## src/rtl/jpeg_inbuf_if.sv

```systemverilog
// Handshake and bus bundle between the DMA/DCT side and jpeg_inbuf.
// The slave modport is the buffer's view; master is the DMA/DCT driver view.
interface jpeg_inbuf_if;
    logic [31:0] wr_data_i;
    logic [8:0]  wr_addr_i;
    logic        wr_en_i;
    logic        start_i;
    logic        busy_o;
    logic [63:0] row_data_o;
    logic [2:0]  row_idx_o;
    logic        row_last_o;
    logic        row_valid_o;
    logic        row_ready_i;
    logic        fill_bank_o;
    logic        overrun_o;

    modport slave (
        input  wr_data_i, wr_addr_i, wr_en_i, start_i, row_ready_i,
        output busy_o, row_data_o, row_idx_o, row_last_o, row_valid_o,
        output fill_bank_o, overrun_o
    );

    modport master (
        output wr_data_i, wr_addr_i, wr_en_i, start_i, row_ready_i,
        input  busy_o, row_data_o, row_idx_o, row_last_o, row_valid_o,
        input  fill_bank_o, overrun_o
    );
endinterface

```

## src/rtl/jpeg_inbuf.sv

```systemverilog
// Double-buffered 8x8 pixel block buffer feeding the DCT one 64-bit row at a time.
// Define JPEG_INBUF_LEVELSHIFT_EN to output (pixel - 128) by inverting each byte MSB.
module jpeg_inbuf (
    input  logic         clk_i,
    input  logic         rst_i,
    jpeg_inbuf_if.slave  bus
);

`ifdef JPEG_INBUF_LEVELSHIFT_EN
    localparam logic [63:0] SHIFT_MASK = {8{8'h80}};
`else
    localparam logic [63:0] SHIFT_MASK = 64'h0;
`endif

    typedef enum logic [1:0] {IDLE, LOAD, OUT} state_t;

    state_t      state;
    logic        read_bank;
    logic [2:0]  row_cnt;
    logic [63:0] mem [16];

    logic unused_addr;
    assign unused_addr = ^{bus.wr_addr_i[8:6], bus.wr_addr_i[1:0]};

    // Writes always hit the current fill bank; on a same-cycle start this is the
    // bank about to become the read bank, so the word joins the outgoing block.
    always_ff @(posedge clk_i) begin
        if (bus.wr_en_i) begin
            if (bus.wr_addr_i[2])
                mem[{bus.fill_bank_o, bus.wr_addr_i[5:3]}][31:0]  <= bus.wr_data_i;
            else
                mem[{bus.fill_bank_o, bus.wr_addr_i[5:3]}][63:32] <= bus.wr_data_i;
        end
    end

    // The RAM read issued in LOAD lands straight in row_data_o, so the output
    // register doubles as the synchronous read register.
    always_ff @(posedge clk_i) begin
        if (rst_i) begin
            state           <= IDLE;
            read_bank       <= 1'b0;
            row_cnt         <= 3'd0;
            bus.busy_o      <= 1'b0;
            bus.row_data_o  <= 64'h0;
            bus.row_idx_o   <= 3'd0;
            bus.row_last_o  <= 1'b0;
            bus.row_valid_o <= 1'b0;
            bus.fill_bank_o <= 1'b0;
            bus.overrun_o   <= 1'b0;
        end else begin
            if (bus.start_i && state != IDLE)
                bus.overrun_o <= 1'b1;

            case (state)
                IDLE: begin
                    if (bus.start_i) begin
                        read_bank       <= bus.fill_bank_o;
                        bus.fill_bank_o <= ~bus.fill_bank_o;
                        row_cnt         <= 3'd0;
                        bus.busy_o      <= 1'b1;
                        state           <= LOAD;
                    end
                end
                LOAD: begin
                    bus.row_data_o  <= mem[{read_bank, row_cnt}] ^ SHIFT_MASK;
                    bus.row_idx_o   <= row_cnt;
                    bus.row_last_o  <= (row_cnt == 3'd7);
                    bus.row_valid_o <= 1'b1;
                    state           <= OUT;
                end
                OUT: begin
                    if (bus.row_ready_i) begin
                        bus.row_valid_o <= 1'b0;
                        if (row_cnt == 3'd7) begin
                            bus.busy_o <= 1'b0;
                            state      <= IDLE;
                        end else begin
                            row_cnt <= row_cnt + 3'd1;
                            state   <= LOAD;
                        end
                    end
                end
                default: state <= IDLE;
            endcase
        end
    end

endmodule

```

## src/flat_wrapper.sv

```systemverilog
// flat-port wrapper written by rule: the top's interface ports become plain ports
module jpeg_inbuf_flat 
  (clk_i, rst_i, bus_wr_data_i, bus_wr_addr_i, bus_wr_en_i, bus_start_i, bus_row_ready_i, bus_busy_o, bus_row_data_o, bus_row_idx_o, bus_row_last_o, bus_row_valid_o, bus_fill_bank_o, bus_overrun_o);
  jpeg_inbuf_if bus_i ();
  input  logic clk_i;
  input  logic rst_i;
  input wire logic [$bits(bus_i.wr_data_i)-1:0] bus_wr_data_i;
  input wire logic [$bits(bus_i.wr_addr_i)-1:0] bus_wr_addr_i;
  input wire logic [$bits(bus_i.wr_en_i)-1:0] bus_wr_en_i;
  input wire logic [$bits(bus_i.start_i)-1:0] bus_start_i;
  input wire logic [$bits(bus_i.row_ready_i)-1:0] bus_row_ready_i;
  output wire logic [$bits(bus_i.busy_o)-1:0] bus_busy_o;
  output wire logic [$bits(bus_i.row_data_o)-1:0] bus_row_data_o;
  output wire logic [$bits(bus_i.row_idx_o)-1:0] bus_row_idx_o;
  output wire logic [$bits(bus_i.row_last_o)-1:0] bus_row_last_o;
  output wire logic [$bits(bus_i.row_valid_o)-1:0] bus_row_valid_o;
  output wire logic [$bits(bus_i.fill_bank_o)-1:0] bus_fill_bank_o;
  output wire logic [$bits(bus_i.overrun_o)-1:0] bus_overrun_o;
  assign bus_i.wr_data_i = bus_wr_data_i;
  assign bus_i.wr_addr_i = bus_wr_addr_i;
  assign bus_i.wr_en_i = bus_wr_en_i;
  assign bus_i.start_i = bus_start_i;
  assign bus_i.row_ready_i = bus_row_ready_i;
  assign bus_busy_o = bus_i.busy_o;
  assign bus_row_data_o = bus_i.row_data_o;
  assign bus_row_idx_o = bus_i.row_idx_o;
  assign bus_row_last_o = bus_i.row_last_o;
  assign bus_row_valid_o = bus_i.row_valid_o;
  assign bus_fill_bank_o = bus_i.fill_bank_o;
  assign bus_overrun_o = bus_i.overrun_o;
  jpeg_inbuf u_core (.clk_i(clk_i), .rst_i(rst_i), .bus(bus_i));
endmodule
```

## config.mk

```make
export PLATFORM = sky130hd
export DESIGN_NAME = jpeg_inbuf_flat
export DESIGN_NICKNAME = d
export VERILOG_FILES = /design/src/rtl/jpeg_inbuf_if.sv /design/src/rtl/jpeg_inbuf.sv /design/src/flat_wrapper.sv
export SDC_FILE = /design/constraint.sdc
export NUM_CORES = 1
export LEC_CHECK = 0
export CORE_UTILIZATION = 40
export DETAILED_ROUTE_END_ITERATION = 10
export GPL_TIMING_DRIVEN = 0
export PLACE_DENSITY_LB_ADDON = 0.15
export SKIP_LAST_GASP = 1
export SYNTH_ARGS = -nofsm -noshare
export SYNTH_HDL_FRONTEND = slang
export SYNTH_SLANG_ARGS = --single-unit
```

## constraint.sdc

```tcl
create_clock -name clk_i -period 3.9 [get_ports clk_i]
set_input_delay 0.78 -clock clk_i [delete_from_list [all_inputs] [get_ports clk_i]]
set_output_delay 0.78 -clock clk_i [all_outputs]
set_load 0.01 [all_outputs]
```

==> results.py <==
metrics = {
    "power": {
        "power_frac_comb_pct": 3.0,
        "p_sw_w": 0.00512,
        "cellPowerDensity_mw_per_mm2": 513,
        "swShare_pct": 20.2,
        "p_int_w": 0.0202,
        "p_leak_nw": 15.0,
        "irDropWorstVdd_mv": 0.368,
        "pwr-share-seq_pct": 51.8,
        "p_clk_share_pct": 45.3,
    },
    "clocking": {
        "cts_hold_buf": 0,
        "cts_resized": 0,
        "cts.sinks": 1102,
        "ctsLongestPathBuffers": 3,
        "clkLatencyLatePin_ns": 0.69,
        "cts_root_buf": "clkbuf_16",
        "numCtsBuffers": 116,
        "cts_tree": "done",
        "postCtsSetupBuffers": 0,
        "cts.htree.levels": 3,
        "clk_pin_slew_ns": 0.06,
    },
    "setup_path": {
        "worst-path-max-fanout": 11,
        "critical_path.cell_chain": "buf_2, clkbuf_1, buf_2, mux4_2, mux2i_1, o211ai_1",
        "crit_type": "reg -> reg",
        "crit_buf_inv": 3,
        "slowest_delay_ns": 0.90,
        "critPathArrivalTime_ns": 3.56,
        "critPathMostFrequentCell": "buf_2",
        "r2r_slack_ns": 0.88,
        "start_kind": "flip-flop",
        "worstReg2RegStart": "u_core.row_cnt[2]",
        "endpoint_kind": "flip-flop",
        "cp_data_required_time_ns": 4.44,
        "critPathTopFamily": "buffers and inverters",
        "reg2reg_depth": 6,
        "r2r-end": "u_core.bus.row_data_o[30]",
        "cp_slowest_cell": "clkbuf_1",
    },
    "die": {
        "dieArea_mm2": 0.106,
        "die-height_um": 325,
        "die_w_um": 325,
        "top_level_ports": 118,
        "fp.coreArea_mm2": 0.103,
        "rows": 118,
        "initial_core_util_pct": 40.3,
    },
    "synth": {
        "syn_inst": 1956,
        "synth_edf_count": 1024,
        "syn_avg_cell_area_um2": 21.3,
        "synth-main-ff-cell": "edfxtp_1",
        "ys_async_sr_fraction_pct": 0,
        "synth_area_mm2": 0.0417,
        "yosys_warnings": 0,
        "syn_nets": 2004,
        "synthDistinctLibCells": 36,
        "ys_seq_area_share_pct": 77.5,
        "ys_ff_latch": 1102,
    },
    "global_routing": {
        "grt_pass1_wl_um": 152000,
        "grt_pass1_vias": 21300,
        "grt_max_degree": 33,
        "antenna_found_initial": 8,
        "grt-ovfl-total": 0,
        "grtUsageTotal_pct": 20.2,
    },
    "min_path": {
        "worstHoldPathCells": 2,
        "hold_start": "rst_i",
        "worstHoldEndpoint": "u_core.bus.row_last_o",
        "hp-class": "in -> reg",
    },
    "job": {
        "max_cap_violations": 0,
    },
    "placed_design": {
        "post-place-ws_ns": 0.544,
        "dpl.hpwl_um": 64800,
        "port_buffers": 111,
        "dpl_cell_area_mm2": 0.0454,
        "globalplace.congestion": 0.755,
    },
    "timing": {
        "setup_violations": 0,
        "grt_setup_unrepaired": "no",
        "min_period_ns": 3.02,
        "max_slew_margin_pct": 3.17,
        "timing.setup.tns_ns": 0,
        "drv_slew": 0,
        "worst_pin_slew_ns": 1.45,
        "fmax_mhz": 332,
        "hold_violations": 0,
        "clock_skew_ns": 0.0324,
        "worst_slack_ns": 0.885,
        "period_share_pct": 77.3,
    },
    "cells_and_area": {
        "drive_above_1_share_pct": 25.5,
        "nNetsFinal": 2267,
        "area_growth_pct": 18.6,
        "design_area_mm2": 0.0494,
    },
    "routing": {
        "vias": 20100,
        "post_drt_wl_per_cell_um": 28.5,
        "detail_route.first_pass.iterations": 5,
        "ant_nets": 0,
        "drt_iter0_markers": 1815,
        "route.detailed.drc": 0,
        "postRouteWirelength_um": 106000,
        "vias_per_cell": 5.44,
    },
    "run_status": {
        "outcome": "completed",
    },
}
==> registers in the layout, indices dropped and copies added, names as in the netlist, 2 cells and up <==
| name | flops |
|---|---|
| u_core.bus.row_data_o | 64 |
| u_core.bus.row_idx_o | 3 |
| u_core.mem | 1024 |
| u_core.row_cnt | 3 |
| u_core.state | 2 |
==> cell type report <==
cell class                      count  area (um^2)
Clock inverter                     59          734
Clock buffer                      160         3280
Multi-Input combinational cell    739         8960
Timing Repair Buffer              145         1760
Fill cell                        8526        53900
Inverter                            2         7.51
Tap cell                         1380         1730
Antenna cell                        5         12.5
Sequential cell                  1102        32300
Buffer                            113          642
==> cells in the final DEF (no fill, tap or decap), types with 5 or more instances in the layout <==
cell type,instances
buf_12,29
nor2_1,11
o21ai_0,7
a21oi_1,7
clkinv_2,24
clkbuf_1,68
edfxtp_1,1024
nor2b_1,6
mux4_2,191
buf_6,12
a221oi_2,60
mux2i_1,196
clkinvlp_4,10
bufinv_16,16
clkdlybuf4s50_1,97
dfxtp_1,78
nand2_1,76
o21ai_1,59
o211ai_1,63
buf_2,47
buf_4,19
diode_2,5
clkbuf_16,120
nor2_4,32
clkbuf_8,15
==> per-layer routing <==
metal | up-vias | GRT usage, % | wire length, um | part of all wire, %
met2 | 488 | 34.6 | 53400 | 51
met5 | - | 0 | 36 | 0.034
met4 | 6 | 4.96 | 2250 | 2.1
met1 | 10800 | 26.8 | 44600 | 42
li1 | 8700 | - | - | -
met3 | 150 | 3.57 | 5360 | 5.1
==> per-stage QoR <==
stage               util [%]  power [W]  std cells  hold WS, ns
finish                  47.8     0.0253       3705        0.278
global route            47.8     0.0261       3700        0.257
CTS                     47.9     0.0256       3699        0.246
detailed placement      44.0     0.0142       3480        0.441
global placement        43.1     0.0141       3447        0.449
floorplan                  -     0.0136       1956        0.466
==> cells in the mapped netlist (all sizes together) (6+ instances only) <==
cell type  count  area share [%]
a21oi          7           0.084
a221oi        64             2.2
buf           67             1.1
clkbuf        46            0.45
dfxtp         78             3.7
edfxtp      1024              74
mux2i        196             4.7
mux4         191              10
nand2         76            0.68
nor2          44            0.40
nor2b          6           0.090
o211ai        63             1.1
o21ai         66            0.79
==> worst max-delay path by stage <==
stage	start	to	slack, ns	cells after the start
2_1_floorplan	bus_wr_addr_i[4]	u_core.mem[12][0]	0.86	3
3_3_place_gp	bus_wr_en_i	u_core.mem[15][41]	-1.64	4
3_5_place_dp	bus_wr_en_i	u_core.mem[15][41]	0.54	5
4_1_cts	u_core.row_cnt[2]	u_core.bus.row_data_o[30]	0.85	6
5_1_grt	u_core.row_cnt[2]	u_core.bus.row_data_o[30]	0.75	6
6_report	u_core.row_cnt[2]	u_core.bus.row_data_o[30]	0.88	6
==> power by group through the flow <==
stage               clock (W)  combinational (W)  sequential (W)
finish                 0.0115           0.000749          0.0131
global placement            0           0.000701          0.0134
detailed placement          0           0.000767          0.0134
floorplan                   0           0.000242          0.0134
CTS                    0.0117           0.000770          0.0131
global route           0.0121           0.000803          0.0131
==> cell families (layout without fill, tap and decap cells) <==
logic type	after synthesis	after routing	synth area share, %
flops	1102	1102	77.5
mux	387	387	15.0
compound gates	206	206	4.36
simple gates	143	143	1.46
buf+inv	115	479	1.56
fa+ha+maj	2	2	0.0600
xor+xnor	1	1	0.0210
other cells	0	5	0
(Power assumes the default switching activity.)
